===== src/rtl/wb_mem_arbiter_if.sv =====
// Single-beat Wishbone bus bundle shared by the fetch port, the load/store port and the memory slave.
// "master" drives the request side; "slave" drives the ack/err/stall/read-data side.
interface wb_mem_arbiter_if #(
    parameter int ADDR_W = 10
);
    logic              cyc;
    logic              stb;
    logic              we;
    logic [ADDR_W-1:0] addr;
    logic [31:0]       wdata;
    logic [3:0]        sel;
    logic              ack;
    logic              err;
    logic              stall;
    logic [31:0]       rdata;

    modport master (
        output cyc, stb, we, addr, wdata, sel,
        input  ack, err, stall, rdata
    );

    modport slave (
        input  cyc, stb, we, addr, wdata, sel,
        output ack, err, stall, rdata
    );
endinterface


===== src/rtl/wb_mem_arbiter.sv =====
// Two-master Wishbone arbiter (m0 = instruction fetch, m1 = load/store) in front of one memory slave.
// Define WB_ARB_RR_EN for round-robin tie-break; otherwise fixed priority m1 over m0.
//
//  state | meaning
//  IDLE  | no owner, arbitrate and latch the winner's request
//  ISSUE | strobe latched request to slave until it is not stalled
//  WAIT  | cycle held, waiting for slave ack or timeout
module wb_mem_arbiter #(
    parameter int ADDR_W         = 10,
    parameter int TIMEOUT_CYCLES = 16
) (
    input  logic             i_clk,
    input  logic             i_rst,
    wb_mem_arbiter_if.slave  m0,
    wb_mem_arbiter_if.slave  m1,
    wb_mem_arbiter_if.master s,
    output logic [1:0]       o_grant
);
    localparam int               CNT_W  = (TIMEOUT_CYCLES > 0) ? $clog2(TIMEOUT_CYCLES + 1) : 1;
    localparam logic [CNT_W-1:0] TO_VAL = CNT_W'(TIMEOUT_CYCLES);
    localparam bit               TO_EN  = (TIMEOUT_CYCLES > 0);

    typedef enum logic [1:0] {IDLE, ISSUE, WAIT} state_t;

    state_t            state_q, state_d;
    logic              owner_q;
    logic              lat_we;
    logic [ADDR_W-1:0] lat_addr;
    logic [31:0]       lat_data;
    logic [3:0]        lat_sel;
    logic [CNT_W-1:0]  cnt_q;
    logic [31:0]       rd0_q, rd1_q;
    logic              req0, req1, win, owner_cyc, ack_ev, err_ev, busy;
`ifdef WB_ARB_RR_EN
    logic              last_q;
`endif

    always_comb begin
        req0      = m0.cyc & m0.stb;
        req1      = m1.cyc & m1.stb;
`ifdef WB_ARB_RR_EN
        win       = (req0 & req1) ? ~last_q : req1;
`else
        win       = req1;
`endif
        owner_cyc = owner_q ? m1.cyc : m0.cyc;
        state_d   = state_q;
        ack_ev    = 1'b0;
        err_ev    = 1'b0;
        case (state_q)
            IDLE: begin
                if (req0 | req1) state_d = ISSUE;
            end
            ISSUE: begin
                if (!owner_cyc)    state_d = IDLE;
                else if (!s.stall) state_d = WAIT;
            end
            WAIT: begin
                // an owner abort wins over a coincident ack or timeout
                if (!owner_cyc) begin
                    state_d = IDLE;
                end else if (s.ack) begin
                    ack_ev  = 1'b1;
                    state_d = IDLE;
                end else if (TO_EN && cnt_q == TO_VAL) begin
                    err_ev  = 1'b1;
                    state_d = IDLE;
                end
            end
            default: state_d = IDLE;
        endcase
    end

    assign busy     = (state_q != IDLE);
    assign o_grant  = busy ? {owner_q, ~owner_q} : 2'b00;

    assign s.cyc    = busy & owner_cyc;
    assign s.stb    = (state_q == ISSUE) & owner_cyc;
    assign s.we     = busy & lat_we;
    assign s.addr   = busy ? lat_addr : '0;
    assign s.wdata  = busy ? lat_data : '0;
    assign s.sel    = busy ? lat_sel  : '0;

    assign m0.ack   = ack_ev & ~owner_q;
    assign m1.ack   = ack_ev &  owner_q;
    assign m0.err   = err_ev & ~owner_q;
    assign m1.err   = err_ev &  owner_q;
    assign m0.stall = ~((state_q == ISSUE) & ~owner_q);
    assign m1.stall = ~((state_q == ISSUE) &  owner_q);
    assign m0.rdata = (ack_ev & ~owner_q) ? s.rdata : rd0_q;
    assign m1.rdata = (ack_ev &  owner_q) ? s.rdata : rd1_q;

    always_ff @(posedge i_clk) begin
        if (i_rst) begin
            state_q  <= IDLE;
            owner_q  <= 1'b0;
            lat_we   <= 1'b0;
            lat_addr <= '0;
            lat_data <= '0;
            lat_sel  <= '0;
            cnt_q    <= '0;
            rd0_q    <= '0;
            rd1_q    <= '0;
`ifdef WB_ARB_RR_EN
            last_q   <= 1'b0;
`endif
        end else begin
            state_q <= state_d;
            if (state_q == IDLE && (req0 | req1)) begin
                owner_q  <= win;
                lat_we   <= win ? m1.we    : m0.we;
                lat_addr <= win ? m1.addr  : m0.addr;
                lat_data <= win ? m1.wdata : m0.wdata;
                lat_sel  <= win ? m1.sel   : m0.sel;
            end
            if (state_q != WAIT)     cnt_q <= '0;
            else if (cnt_q != TO_VAL) cnt_q <= cnt_q + 1'b1;
            if (ack_ev & ~owner_q) rd0_q <= s.rdata;
            if (ack_ev &  owner_q) rd1_q <= s.rdata;
`ifdef WB_ARB_RR_EN
            if (ack_ev | err_ev) last_q <= owner_q;
`endif
        end
    end
endmodule

===== src/flat_wrapper.sv =====
// flat-port wrapper written by rule: the top's interface ports become plain ports
module wb_mem_arbiter_flat 
#(
    parameter int ADDR_W         = 10,
    parameter int TIMEOUT_CYCLES = 16
)
  (i_clk, i_rst, o_grant, m0_cyc, m0_stb, m0_we, m0_addr, m0_wdata, m0_sel, m0_ack, m0_err, m0_stall, m0_rdata, m1_cyc, m1_stb, m1_we, m1_addr, m1_wdata, m1_sel, m1_ack, m1_err, m1_stall, m1_rdata, s_cyc, s_stb, s_we, s_addr, s_wdata, s_sel, s_ack, s_err, s_stall, s_rdata);
  wb_mem_arbiter_if #(.ADDR_W(ADDR_W)) m0_i ();
  wb_mem_arbiter_if #(.ADDR_W(ADDR_W)) m1_i ();
  wb_mem_arbiter_if #(.ADDR_W(ADDR_W)) s_i ();
  input  logic i_clk;
  input  logic i_rst;
  output logic [1:0] o_grant;
  input wire logic [$bits(m0_i.cyc)-1:0] m0_cyc;
  input wire logic [$bits(m0_i.stb)-1:0] m0_stb;
  input wire logic [$bits(m0_i.we)-1:0] m0_we;
  input wire logic [$bits(m0_i.addr)-1:0] m0_addr;
  input wire logic [$bits(m0_i.wdata)-1:0] m0_wdata;
  input wire logic [$bits(m0_i.sel)-1:0] m0_sel;
  output wire logic [$bits(m0_i.ack)-1:0] m0_ack;
  output wire logic [$bits(m0_i.err)-1:0] m0_err;
  output wire logic [$bits(m0_i.stall)-1:0] m0_stall;
  output wire logic [$bits(m0_i.rdata)-1:0] m0_rdata;
  input wire logic [$bits(m1_i.cyc)-1:0] m1_cyc;
  input wire logic [$bits(m1_i.stb)-1:0] m1_stb;
  input wire logic [$bits(m1_i.we)-1:0] m1_we;
  input wire logic [$bits(m1_i.addr)-1:0] m1_addr;
  input wire logic [$bits(m1_i.wdata)-1:0] m1_wdata;
  input wire logic [$bits(m1_i.sel)-1:0] m1_sel;
  output wire logic [$bits(m1_i.ack)-1:0] m1_ack;
  output wire logic [$bits(m1_i.err)-1:0] m1_err;
  output wire logic [$bits(m1_i.stall)-1:0] m1_stall;
  output wire logic [$bits(m1_i.rdata)-1:0] m1_rdata;
  output wire logic [$bits(s_i.cyc)-1:0] s_cyc;
  output wire logic [$bits(s_i.stb)-1:0] s_stb;
  output wire logic [$bits(s_i.we)-1:0] s_we;
  output wire logic [$bits(s_i.addr)-1:0] s_addr;
  output wire logic [$bits(s_i.wdata)-1:0] s_wdata;
  output wire logic [$bits(s_i.sel)-1:0] s_sel;
  input wire logic [$bits(s_i.ack)-1:0] s_ack;
  input wire logic [$bits(s_i.err)-1:0] s_err;
  input wire logic [$bits(s_i.stall)-1:0] s_stall;
  input wire logic [$bits(s_i.rdata)-1:0] s_rdata;
  assign m0_i.cyc = m0_cyc;
  assign m0_i.stb = m0_stb;
  assign m0_i.we = m0_we;
  assign m0_i.addr = m0_addr;
  assign m0_i.wdata = m0_wdata;
  assign m0_i.sel = m0_sel;
  assign m0_ack = m0_i.ack;
  assign m0_err = m0_i.err;
  assign m0_stall = m0_i.stall;
  assign m0_rdata = m0_i.rdata;
  assign m1_i.cyc = m1_cyc;
  assign m1_i.stb = m1_stb;
  assign m1_i.we = m1_we;
  assign m1_i.addr = m1_addr;
  assign m1_i.wdata = m1_wdata;
  assign m1_i.sel = m1_sel;
  assign m1_ack = m1_i.ack;
  assign m1_err = m1_i.err;
  assign m1_stall = m1_i.stall;
  assign m1_rdata = m1_i.rdata;
  assign s_cyc = s_i.cyc;
  assign s_stb = s_i.stb;
  assign s_we = s_i.we;
  assign s_addr = s_i.addr;
  assign s_wdata = s_i.wdata;
  assign s_sel = s_i.sel;
  assign s_i.ack = s_ack;
  assign s_i.err = s_err;
  assign s_i.stall = s_stall;
  assign s_i.rdata = s_rdata;
  wb_mem_arbiter #(.ADDR_W(ADDR_W), .TIMEOUT_CYCLES(TIMEOUT_CYCLES)) u_core (.i_clk(i_clk), .i_rst(i_rst), .m0(m0_i), .m1(m1_i), .s(s_i), .o_grant(o_grant));
endmodule

===== config.mk =====
export PLATFORM = sky130hd
export DESIGN_NAME = wb_mem_arbiter_flat
export DESIGN_NICKNAME = d
export VERILOG_FILES = /design/src/rtl/wb_mem_arbiter_if.sv /design/src/rtl/wb_mem_arbiter.sv /design/src/flat_wrapper.sv
export SDC_FILE = /design/constraint.sdc
export NUM_CORES = 1
export LEC_CHECK = 0
export ABC_CLOCK_PERIOD_IN_PS = 1800
export CELL_PAD_IN_SITES_DETAIL_PLACEMENT = 1
export CELL_PAD_IN_SITES_GLOBAL_PLACEMENT = 1
export CORE_ASPECT_RATIO = 1.4
export CORE_MARGIN = 2
export CORE_UTILIZATION = 33
export CTS_CLUSTER_SIZE = 14
export DETAILED_ROUTE_END_ITERATION = 12
export HOLD_SLACK_MARGIN = 0.05
export PLACE_DENSITY = 0.93
export SLEW_MARGIN = 20
export SYNTH_ARGS = -nofsm -noshare
export SYNTH_HDL_FRONTEND = slang
export SYNTH_SLANG_ARGS = --single-unit
export TNS_END_PERCENT = 30

===== constraint.sdc =====
create_clock -name i_clk -period 1.8 [get_ports i_clk]
set_input_delay 0.27 -clock i_clk [delete_from_list [all_inputs] [get_ports i_clk]]
set_output_delay 0.27 -clock i_clk [all_outputs]
set_load 0.02 [all_outputs]

* Word level (Yosys, flattened, before mapping)
Index checks and enable logic that the tools add are counted.
** Cells by class
- Muxes and demuxes :: 25
- $lt $le $gt $ge :: 0
- Reductions and logical operators :: 5
- Bitwise logic cells :: 15
- $add $sub $neg :: 1
- Divide/modulo/power cells :: 0
- Multiply operators :: 0
- Shift-type cells :: 0
- Equality and inequality tests :: 8
** Operators with widths (number)
- two-way mux 32 bit :: 4
- two-way mux 10 bit :: 2
- two-way mux 2 bit :: 7
- AND 1 bit :: 11
- two-way mux 1 bit :: 9
- two-way mux 4 bit :: 2
- one-hot mux 2 bit (3 select lines) :: 1
- adder 5 x 1 -> 5 bit (second input constant) :: 1
- equality test 5 bit (second input constant) :: 1
- inequality test 5 bit (second input constant) :: 1
- inequality test 4 bit (second input constant) :: 1
- inequality test 3 bit (second input constant) :: 1
- NOT 1 bit :: 3
- AND reduction 3 bit :: 1
- equality test 2 x 1 -> 1 bit (second input constant) :: 1
- equality test 2 bit (second input constant) :: 1
- logical NOT 2 bit :: 1
- inequality test 2 x 1 -> 1 bit (second input constant) :: 1
- inequality test 2 bit (second input constant) :: 1
- nonzero test 2 bit :: 1
- OR reduction 2 bit :: 1
- logical AND 1 bit :: 1
- bitwise OR 1 bit :: 1
** Word-level totals
- Bits in latches :: 0
- Output and inout bits :: 121
- Input bits :: 135
- Memories :: 0
- Bits in read-only memories :: 0
- Bits in writable memories :: 0
- Register bits after elaboration :: 119
- Logic and storage cells :: 63

* Depth between registers and ports, before layout
Gate-level depths: netlist of run 1.
- Word-level depth :: 6
- Gate-level depth with buffers :: 7
- Depth with buffers taken out :: 5

* Worst setup path before layout of run 1
Ideal clock, no wire load.
- Path kind :: register to output
- From :: register u_core.cnt_q[0]
- To :: output m0_err
- Data arrival time :: 1548 ps
- Data required time :: 1530 ps
- Path buffers :: 0
- Cell stages (with the launch flop) :: 6
- Path slack :: -18 ps
- Path through :: dfxtp_1 > inv_1 > ha_1 > and4bb_1 > or3b_2 > nor2_1
** On the way
- Cells in the longest elaborated chain, start to end :: 6
** RTL lines
- start, declared :: line wb_mem_arbiter.sv:31 : logic [CNT_W-1:0] cnt_q;
- start signal, assigned :: line wb_mem_arbiter.sv:117 : else if (cnt_q != TO_VAL) cnt_q <= cnt_q + 1'b1;
- equality test 5 bit :: line wb_mem_arbiter.sv:65 : end else if (TO_EN && cnt_q == TO_VAL) begin
- two-way mux 1 bit :: line wb_mem_arbiter.sv:65
- two-way mux 1 bit :: line wb_mem_arbiter.sv:62 : end else if (s.ack) begin
- two-way mux 1 bit :: line wb_mem_arbiter.sv:60 : if (!owner_cyc) begin
- two-way mux 1 bit :: line wb_mem_arbiter.sv:50 : case (state_q)
- AND 1 bit :: line wb_mem_arbiter.sv:86 : assign m0.err = err_ev & ~owner_q;
- end, declared :: line flat_wrapper.sv:21 : output wire logic [$bits(m0_i.err)-1:0] m0_err;
Every way passes these cells.

* Worst setup path after layout of run 1
- From :: register u_core.owner_q
- To :: output m0_rdata[31]
** On the way
- Cells in the longest elaborated chain, start to end :: 5
- Elaborated cells on any way between the ends :: 6
- Classes of those cells :: mux: 4; bitwise: 2
** RTL lines
- start, declared :: line wb_mem_arbiter.sv:26 : logic owner_q;
- start signal, assigned :: line wb_mem_arbiter.sv:110 : owner_q <= win;
- two-way mux 1 bit :: line wb_mem_arbiter.sv:46 : owner_cyc = owner_q ? m1.cyc : m0.cyc;
- two-way mux 1 bit :: line wb_mem_arbiter.sv:60
- two-way mux 1 bit :: line wb_mem_arbiter.sv:50
- AND 1 bit * :: line wb_mem_arbiter.sv:90 : assign m0.rdata = (ack_ev & ~owner_q) ? s.rdata : rd0_q;
- two-way mux 32 bit *
- end, declared :: line flat_wrapper.sv:23 : output wire logic [$bits(m0_i.rdata)-1:0] m0_rdata;
Every way passes the cells marked *; elsewhere a longest branch is shown, timed or not.

==> run metrics, run 1 <==
status complete, but fails checks; failing checks negative setup slack; post-layout util 53.54%; Port Buffers 254; Yosys top cell area share 36.87%; Pwr Total 7.600 mW; setup TNS -29.27 ns; layout cells sized above 1 30.76%; element type at the critical path start register; DR vias/cell 5.009; TritonCTS Buffers 17; crit share post-route 124.1%; Max Clock Freq 447.5 MHz; final wirelength 22.67 mm; largest net degree at the start of global routing 148; n_diodes 0; critical path arrival 1.96 ns; Max VDD drop 0.0005368 V; worst slew pin tran 0.5517 ns; First-pass DRT Iterations 6; Post-Syn Instances 638; Final ANT Viol Nets 0; via count 5850; row cnt 60; wire length per cell 19.40 um; H-tree depth 4; RSZ-0062 raised after global routing yes; Max Root-Sink Buffers 2; Main synth FF type dfxtp_1; clock transition at the registers of the reported paths 0.06 ns; gpl congestion 0.7416; clk_lat worst skew 0.41 ns; Worst Path Max Fanout 5; root buf cell clkbuf_16; Final Slew Violations 0; I/O Pins 256; register area share after synthesis 36.87%; final hold slack 0.1999 ns; initial core utilization 33.62%; CTS tree yes; CTS Sinks 119; DR iter-0 viols 179; # Max-Cap Violations 0; final hold vios 0; height of the die 169.6 um; most frequent cells after synthesis dfxtp_1 (119), mux2i_1 (113), nand2b_1 (100), and2_1 (49); Leakage 4.656 nW; Die Width 122.3 um; initial antenna violation count 0; hold_buf cts 0; Synth area leader dfxtp_1; Core ar. 0.01922 mm2; mapped cell area 0.006461 mm2; FILL cells 2084; total track usage 20.76%; top post-synthesis cells by area dfxtp_1 (37%), mux2i_1 (18%), nand2b_1 (9.7%), mux2_4 (7.2%), a211oi_1 (5.5%); most common cell in the netlist dfxtp_1; ys async rst share 0%; grt ovf 0; Yosys reg bits 119; first-pass GRT wire length 33.43 mm; Post-layout nets 1044; DR DRC count 0; Clock Skew 0.009347 ns; Netlist cell types 31; final setup violating endpoints 137; Post-Syn Area per Cell 10.13 um2; dpl hpwl 14.28 mm; Crit Path Category register to primary output; slew margin rel. 63.22%; number of synthesized flops with an enable pin 0; Synth Net Count 775; critical path capture point type primary output; cell area power density 738.7 mW/mm2; number of global-route vias before repair 6209; area delta synth->final 59.24%; Period minus WS final 2.234 ns; die footprint 0.02073 mm2; Critical Path RT 1.53 ns; fin worst setup slack -0.4344 ns; YS warnings 0; Hold Crit Class input port to register
==> path summary, 6_finish.rpt <==
check                                            startpoint                            to  slack (ns)  cells past startpoint
worst max-delay path            u_core.owner_q$_SDFFE_PP0P_                  m0_rdata[31]       -0.43                      6
worst min-delay path                                  i_rst  u_core.cnt_q[0]$_SDFFE_PP0P_        0.20                      3
worst max register to register  u_core.owner_q$_SDFFE_PP0P_   u_core.rd0_q[21]$_SDFF_PP0_       -0.17                      8
worst min register to register  u_core.rd1_q[30]$_SDFF_PP0_   u_core.rd1_q[30]$_SDFF_PP0_        0.47                      2
==> cell families after synthesis <==
kind of cell	after synthesis	synth area share, %
adder cells (fa/ha/maj)	2	0.3872
AO/OA/AOI/OAI	98	9.663
buffers and inverters	61	5.345
flip-flops	119	36.87
AND/OR/NAND/NOR	177	16.73
multiplexers	177	30.46
XOR/XNOR	4	0.5423
==> stage by stage <==
stage                     std cells  instance area (um2)  setup WS, ns
after CTS                      1166                 9938       -0.4646
after global placement         1121                 9392       -0.8244
after floorplan                 638                 6461      -0.01790
after detailed placement       1121                 9392       -0.8385
final                          1168                10290       -0.4344
after global routing           1168                10290       -0.4884
==> repair_timing <==
item / CTS / global route
endpoints found under the setup margin: 144 / 121
gates cloned: 6 / 3
buffers inserted: 7 / 1
gates resized for setup: 576 / 99
pin swaps: 2 / 1
==> layer usage <==
metal  vias to the layer above  track usage [%]  share of wire (%)
li1                       2774                -                  -
met1                      2837            21.65                 37
met2                       203            39.11                 55
met3                        36            6.351                5.5
met4                         0            6.197                2.5
met5                         -                0                  0
==> worst max-delay path, stage by stage (launching register included) <==
cell	delay, ns
dfxtp_2	0.34
nand2b_4	0.15
or2_4	0.31
buf_6	0.16
buf_16	0.15
mux2_2	0.28
buf_2	0.16
==> layout by cell type (no fill, tap or decap), types with 13 or more instances in the layout <==
cell / instances
clkdlybuf4s50_1: 131
clkbuf_16: 20
buf_6: 56
buf_4: 64
mux2_4: 55
nand2b_1: 99
dfxtp_1: 116
buf_12: 13
a211oi_1: 47
buf_2: 29
a21oi_1: 47
mux2i_1: 112
and2_1: 47
==> state kept, by name, summed over array words and instances, names as in the netlist <==
| signal | cells |
|---|---|
| u_core.lat_sel | 4 |
| u_core.owner_q | 1 |
| u_core.cnt_q | 5 |
| u_core.lat_data | 32 |
| u_core.rd0_q | 32 |
| u_core.lat_we | 1 |
| u_core.rd1_q | 32 |
| u_core.lat_addr | 10 |
| u_core.state_q | 2 |
==> where the power goes <==
group / switching [mW] / internal [mW] / total (mW)
logic: 0.537 / 0.617 / 1.15
clock network: 1.31 / 2.32 / 3.64
registers: 0.0562 / 2.75 / 2.81
==> layout make-up <==
class / count / area [um2] / area share [%]
Timing Repair Buffer: 306 / 3068 / 29.82
Sequential cell: 119 / 2386 / 23.19
Tap cell: 248 / 310.3 / 3.016
Inverter: 5 / 36.28 / 0.3527
Multi-Input combinational cell: 458 / 3861 / 37.53
Clock buffer: 17 / 425.4 / 4.135
Clock inverter: 15 / 201.4 / 1.958
Note: power is estimated with default switching activity, not from simulation.
==> inputs of run 2 (changes only) <==
--- a/config.mk
+++ b/config.mk
@@ -5,16 +5,14 @@
 export SDC_FILE = /design/constraint.sdc
 export NUM_CORES = 1
 export LEC_CHECK = 0
-export ABC_CLOCK_PERIOD_IN_PS = 1800
 export CELL_PAD_IN_SITES_DETAIL_PLACEMENT = 1
 export CELL_PAD_IN_SITES_GLOBAL_PLACEMENT = 1
 export CORE_ASPECT_RATIO = 1.4
-export CORE_MARGIN = 2
-export CORE_UTILIZATION = 33
+export CORE_UTILIZATION = 35
 export CTS_CLUSTER_SIZE = 14
 export DETAILED_ROUTE_END_ITERATION = 12
 export HOLD_SLACK_MARGIN = 0.05
-export PLACE_DENSITY = 0.93
+export PLACE_DENSITY = 0.95
 export SLEW_MARGIN = 20
 export SYNTH_ARGS = -nofsm -noshare
 export SYNTH_HDL_FRONTEND = slang
==> constraint.sdc (replaced) <==
create_clock -name i_clk -period 2.8 [get_ports i_clk]
set_input_delay 0.42 -clock i_clk [delete_from_list [all_inputs] [get_ports i_clk]]
set_output_delay 0.42 -clock i_clk [all_outputs]
set_load 0.02 [all_outputs]
==> run 2 against run 1 <==
  * The flow now finishes without violations
  * Core utilization increased by 1.4 points
  * Clock power decreased by 34%
  * Sequential power decreased by 36%
  * Clock-buffer cell count increased by 3
  * Hold slack improved by 0.28 ns
  * Global-route usage increased by 0.45 points
  * Final area decreased by 4.0%
  * Sequential share of layout area increased by 0.92 points
  * Critical endpoint is now m1_rdata[20]
  * Largest cell class unchanged
  * Highest routed layer unchanged
==> run metrics, run 2 (synthesis results as in run 1) <==
Port Buffers 254; CP max stage cell clkdlybuf4s50_1; crit share post-route 96.62%; status finished clean; slew margin rel. 34.14%; critical path arrival 2.29 ns; initial core utilization 35.90%; RSZ-0062 raised after global routing no; Pwr Total 4.938 mW; final hold slack 0.4760 ns; layout cells sized above 1 14.16%; cell area power density 499.8 mW/mm2; Max Root-Sink Buffers 2; DR iter-0 viols 149; final setup violating endpoints 0; Leakage 4.477 nW; # Max-Cap Violations 0; Worst Path Max Fanout 9; Final Instance Area 0.009881 mm2; Die Width 116.8 um; element type at the critical path start input port; total track usage 21.21%; Final ANT Viol Nets 0; Final Slew Violations 0; n_diodes 0; Critical Path, Cell by Cell clkdlybuf4s50_1 > nand2_1 > or2_4 > inv_4 > buf_12 > mux2_1 > dlygate4sd2_1; Period minus WS final 2.705 ns; most used cells in the layout excluding fill and tap cells clkdlybuf4s50_1 (187), dfxtp_1 (119), mux2i_1 (113); grt ovf 0; Clock Skew 0.006462 ns; critical path's top delay family buffers and inverters; final wirelength 19.69 mm; final hold vios 0; clock transition at the registers of the reported paths 0.05 ns; I/O Pins 256; critical path capture point type primary output; CTS Sinks 119; root buf cell clkbuf_16; reg2reg setup slack 0.95 ns; worst slew pin tran 0.9880 ns; height of the die 162.8 um; commonest non-fill, non-tap cell in the layout clkdlybuf4s50_1; row cnt 58; gpl congestion 0.7332; H-tree depth 4; First-pass DRT Iterations 4; Crit Path Category input port to primary output; TritonCTS Buffers 17; area delta synth->final 52.92%; DR DRC count 0; Critical Path RT 2.38 ns; Max VDD drop 0.0003075 V; Hold Crit Class register to register; CTS tree yes; hold_buf cts 0; largest net degree at the start of global routing 98; dpl hpwl 14.38 mm; Max Clock Freq 369.6 MHz; FILL cells 2037; largest stage delay on the critical path 0.51 ns; first-pass GRT wire length 30.89 mm; die footprint 0.01902 mm2; Core ar. 0.01800 mm2; WP buf/inv 4; via count 5588; dpl cell area 0.009309 mm2; DR vias/cell 4.915; Post-layout nets 1021; wire length per cell 17.32 um; Largest regs u_core.lat_data (32), u_core.rd0_q (32), u_core.rd1_q (32); number of global-route vias before repair 6046; post-layout util 54.90%; initial antenna violation count 0; clk_lat worst skew 0.41 ns
run 2: cell type report:
class,count,area [um2],share of cell area [%]
multi-input cells,458,3747,37.93
repair buffers,283,2771,28.05
inverters,5,23.77,0.2406
clock buffers,20,456.7,4.622
flip-flops and latches,119,2382,24.11
well taps,240,300.3,3.039
clock inverters,12,198.9,2.013
run 2: worst paths after layout:
kind / start / end / cells after the start
hold / removal: u_core.rd1_q[18]$_SDFF_PP0_ / u_core.rd1_q[18]$_SDFF_PP0_ / 2
hold reg to reg: u_core.rd1_q[18]$_SDFF_PP0_ / u_core.rd1_q[18]$_SDFF_PP0_ / 2
setup / recovery: m1_cyc / m1_rdata[20] / 7
setup reg to reg: u_core.owner_q$_SDFFE_PP0P_ / u_core.rd0_q[8]$_SDFF_PP0_ / 6
run 2: worst reg2reg max path, delay by kind of cell, from the launching register on:
kind | cells | cell delay (ns)
mux | 1 | 0.27
buf+inv | 3 | 0.62
simple gates | 2 | 0.54
flops | 1 | 0.35
run 2: routing by layer:
layer	routed length, um	vias to the layer above	GRT usage (%)
met5	0	-	0
met4	428	0	7.595
met3	1248	28	6.438
met2	10740	190	40.77
met1	7269	2655	20.79
li1	-	2715	-
run 2: through the flow:
stage	std cells	setup TNS [ns]	setup slack, ns
final	1137	0	0.09453
after global placement	1105	-2.954	-0.1010
after floorplan	638	0	0.8321
after global routing	1137	0	0.02740
after detailed placement	1105	-4.826	-0.1874
after CTS	1137	0	0.001971
run 2: timing repair:
action	4_1_cts	5_1_grt
setup endpoints to repair	66	8
setup buffers	0	0
resized for setup	66	3
run 2: where the power goes:
| group | internal [mW] | switching [mW] | total, mW |
|---|---|---|---|
| Combinational | 0.388 | 0.330 | 0.718 |
| Clock | 1.62 | 0.791 | 2.42 |
| Sequential | 1.77 | 0.0353 | 1.80 |
| Total | 3.78 | 1.16 | 4.94 |
==> inputs of run 3 (changes only) <==
--- a/config.mk
+++ b/config.mk
@@ -11,8 +11,9 @@
 export CORE_UTILIZATION = 35
 export CTS_CLUSTER_SIZE = 14
 export DETAILED_ROUTE_END_ITERATION = 12
+export GPL_ROUTABILITY_DRIVEN = 1
 export HOLD_SLACK_MARGIN = 0.05
-export PLACE_DENSITY = 0.95
+export PLACE_DENSITY = 0.89
 export SLEW_MARGIN = 20
 export SYNTH_ARGS = -nofsm -noshare
 export SYNTH_HDL_FRONTEND = slang
==> run 3 against run 2 <==
  * Combinational power is essentially flat
  * Register-to-register slack lost 0.03 ns
  * Clock skew shrank 0.00086 ns
  * Sequential power is essentially flat
  * Critical path type unchanged
  * Sequential share of layout area grew 0.32 points
  * Final area shrank 1.3%
  * Die area is the same
  * Largest cell class unchanged
  * Final cell count shrank 0.62%
  * Hold slack lost 0.0058 ns
  * Via count shrank 0.82%
==> run metrics, run 3 (synthesis results as in run 1) <==
status finished clean; Pwr Total 4.712 mW; Placed Instances 1099; Worst Path Max Fanout 20; post-layout util 54.19%; Logic pwr share 15.3%; hold_buf cts 0; clock network power share 46.4%; Clock Skew 0.005602 ns; Hold Crit Class register to register; first-pass GRT wire length 30.67 mm; gpl congestion 0.7358; CTS Sinks 119; DR iter-0 viols 119; cell area power density 483.2 mW/mm2; Largest regs u_core.lat_data (32), u_core.rd0_q (32), u_core.rd1_q (32); root buf cell clkbuf_16; Leakage 4.418 nW; critical hold path startpoint u_core.rd1_q[30]$_SDFF_PP0_; via count 5542; H-tree depth 4; grt ovf 0; Crit Path Category input port to primary output; DR DRC count 0; P_int 3.596 mW; CP max stage cell clkdlybuf4s50_1; slew margin rel. 61.89%; clk_lat worst skew 0.41 ns; FILL cells 2057; row cnt 58; TritonCTS Buffers 17; First-pass DRT Iterations 4; RSZ-0062 raised after global routing no; Period minus WS final 2.649 ns; n_diodes 0; area delta synth->final 50.93%; reg2reg start u_core.state_q[1]$_SDFFE_PP0P_; setup TNS 0 ns; Post-layout nets 1015; final setup violating endpoints 0; Port Buffers 254; final hold vios 0; I/O Pins 256; CTS tree yes; area taken by flip-flops and latches 0.002382 mm2; commonest non-fill, non-tap cell in the layout clkdlybuf4s50_1; Placement Setup Slack -0.1494 ns; final hold slack 0.4702 ns; Max Root-Sink Buffers 2; critical path arrival 2.23 ns; Max VDD drop 0.0002837 V; fin worst setup slack 0.1513 ns; initial core utilization 35.90%; total track usage 21.25%; final wirelength 19.62 mm; worst slew pin tran 0.5717 ns; fin cells 1130; critical path capture point type primary output; most used cells in the layout excluding fill and tap cells clkdlybuf4s50_1 (187), dfxtp_1 (119), mux2i_1 (113); multi-input logic area 0.003746 mm2; die footprint 0.01902 mm2; crit share post-route 94.60%; element type at the critical path start input port; wire length per cell 17.36 um; Final Instance Area 0.009752 mm2; Final Slew Violations 0; # Max-Cap Violations 0; DR vias/cell 4.904; largest stage delay on the critical path 0.50 ns; Critical Path RT 2.38 ns; dpl cell area 0.009238 mm2; number of global-route vias before repair 6045; Max Clock Freq 377.5 MHz; crit path from s_ack; Die Width 116.8 um; largest net degree at the start of global routing 73; Flop pwr share 38.4%; Sw Pwr 1.116 mW; switching share of power 23.68%; dpl hpwl 14.30 mm; height of the die 162.8 um; initial antenna violation count 0; clock transition at the registers of the reported paths 0.05 ns; Final ANT Viol Nets 0; Critical Path, Cell by Cell clkdlybuf4s50_1 > nand3b_1 > or2_1 > inv_4 > buf_12 > mux2_2 > dlygate4sd2_1; Core ar. 0.01800 mm2; layout cells sized above 1 12.81%
## run 3: cell types whose count changed in the layout (fill, tap and decap cells not counted), sizes merged
| cell | change |
|---|---|
| clkbuf | +2 |
| buf | -6 |
| dlygate4sd2 | +1 |
| bufinv | -2 |
| clkinvlp | -1 |
| clkinv | -1 |
## run 3: final timing paths
path | depth (start not counted) | end | slack, ns
worst min register to register | 2 | u_core.rd1_q[30]$_SDFF_PP0_ | 0.47
worst max register to register | 5 | u_core.lat_data[16]$_SDFFE_PP0P_ | 0.92
worst max-delay path | 7 | m1_rdata[12] | 0.15
worst min-delay path | 2 | u_core.rd1_q[30]$_SDFF_PP0_ | 0.47
## run 3: critical path, delay by kind of cell
family	cells	cell delay, ns
buf+inv	4	1.09
simple gates	2	0.35
mux	1	0.35
## run 3: timing repair
item                                    in CTS  in global routing
buffers inserted                             0                  0
endpoints found under the setup margin     114                  0
resized for setup                           68                  0
## run 3: power by group through the flow
stage                     logic (mW)  clock network (mW)  registers [mW]
after floorplan                0.363                   0            1.83
after global placement         0.713                   0            1.83
after detailed placement       0.727                   0            1.84
after CTS                      0.730                2.25            1.81
after global routing           0.780                2.31            1.82
final                          0.720                2.18            1.81
## run 3: cell type report
cell class / count / area share [%]
Tap cell: 240 / 3.079
Sequential cell: 119 / 24.43
Multi-Input combinational cell: 458 / 38.41
Inverter: 5 / 0.2438
Clock buffer: 23 / 4.799
Clock inverter: 8 / 1.257
Timing Repair Buffer: 277 / 27.78
## run 3: routing by layer
| metal | share of wire (%) | track usage, % | wire length [um] | vias up |
|---|---|---|---|---|
| met3 | 7.6 | 7.741 | 1485 | 18 |
| met1 | 36 | 20.29 | 7105 | 2625 |
| li1 | - | - | - | 2706 |
| met5 | 0 | 0 | 0 | - |
| met4 | 1.6 | 7.135 | 322 | 0 |
| met2 | 55 | 40.80 | 10700 | 193 |
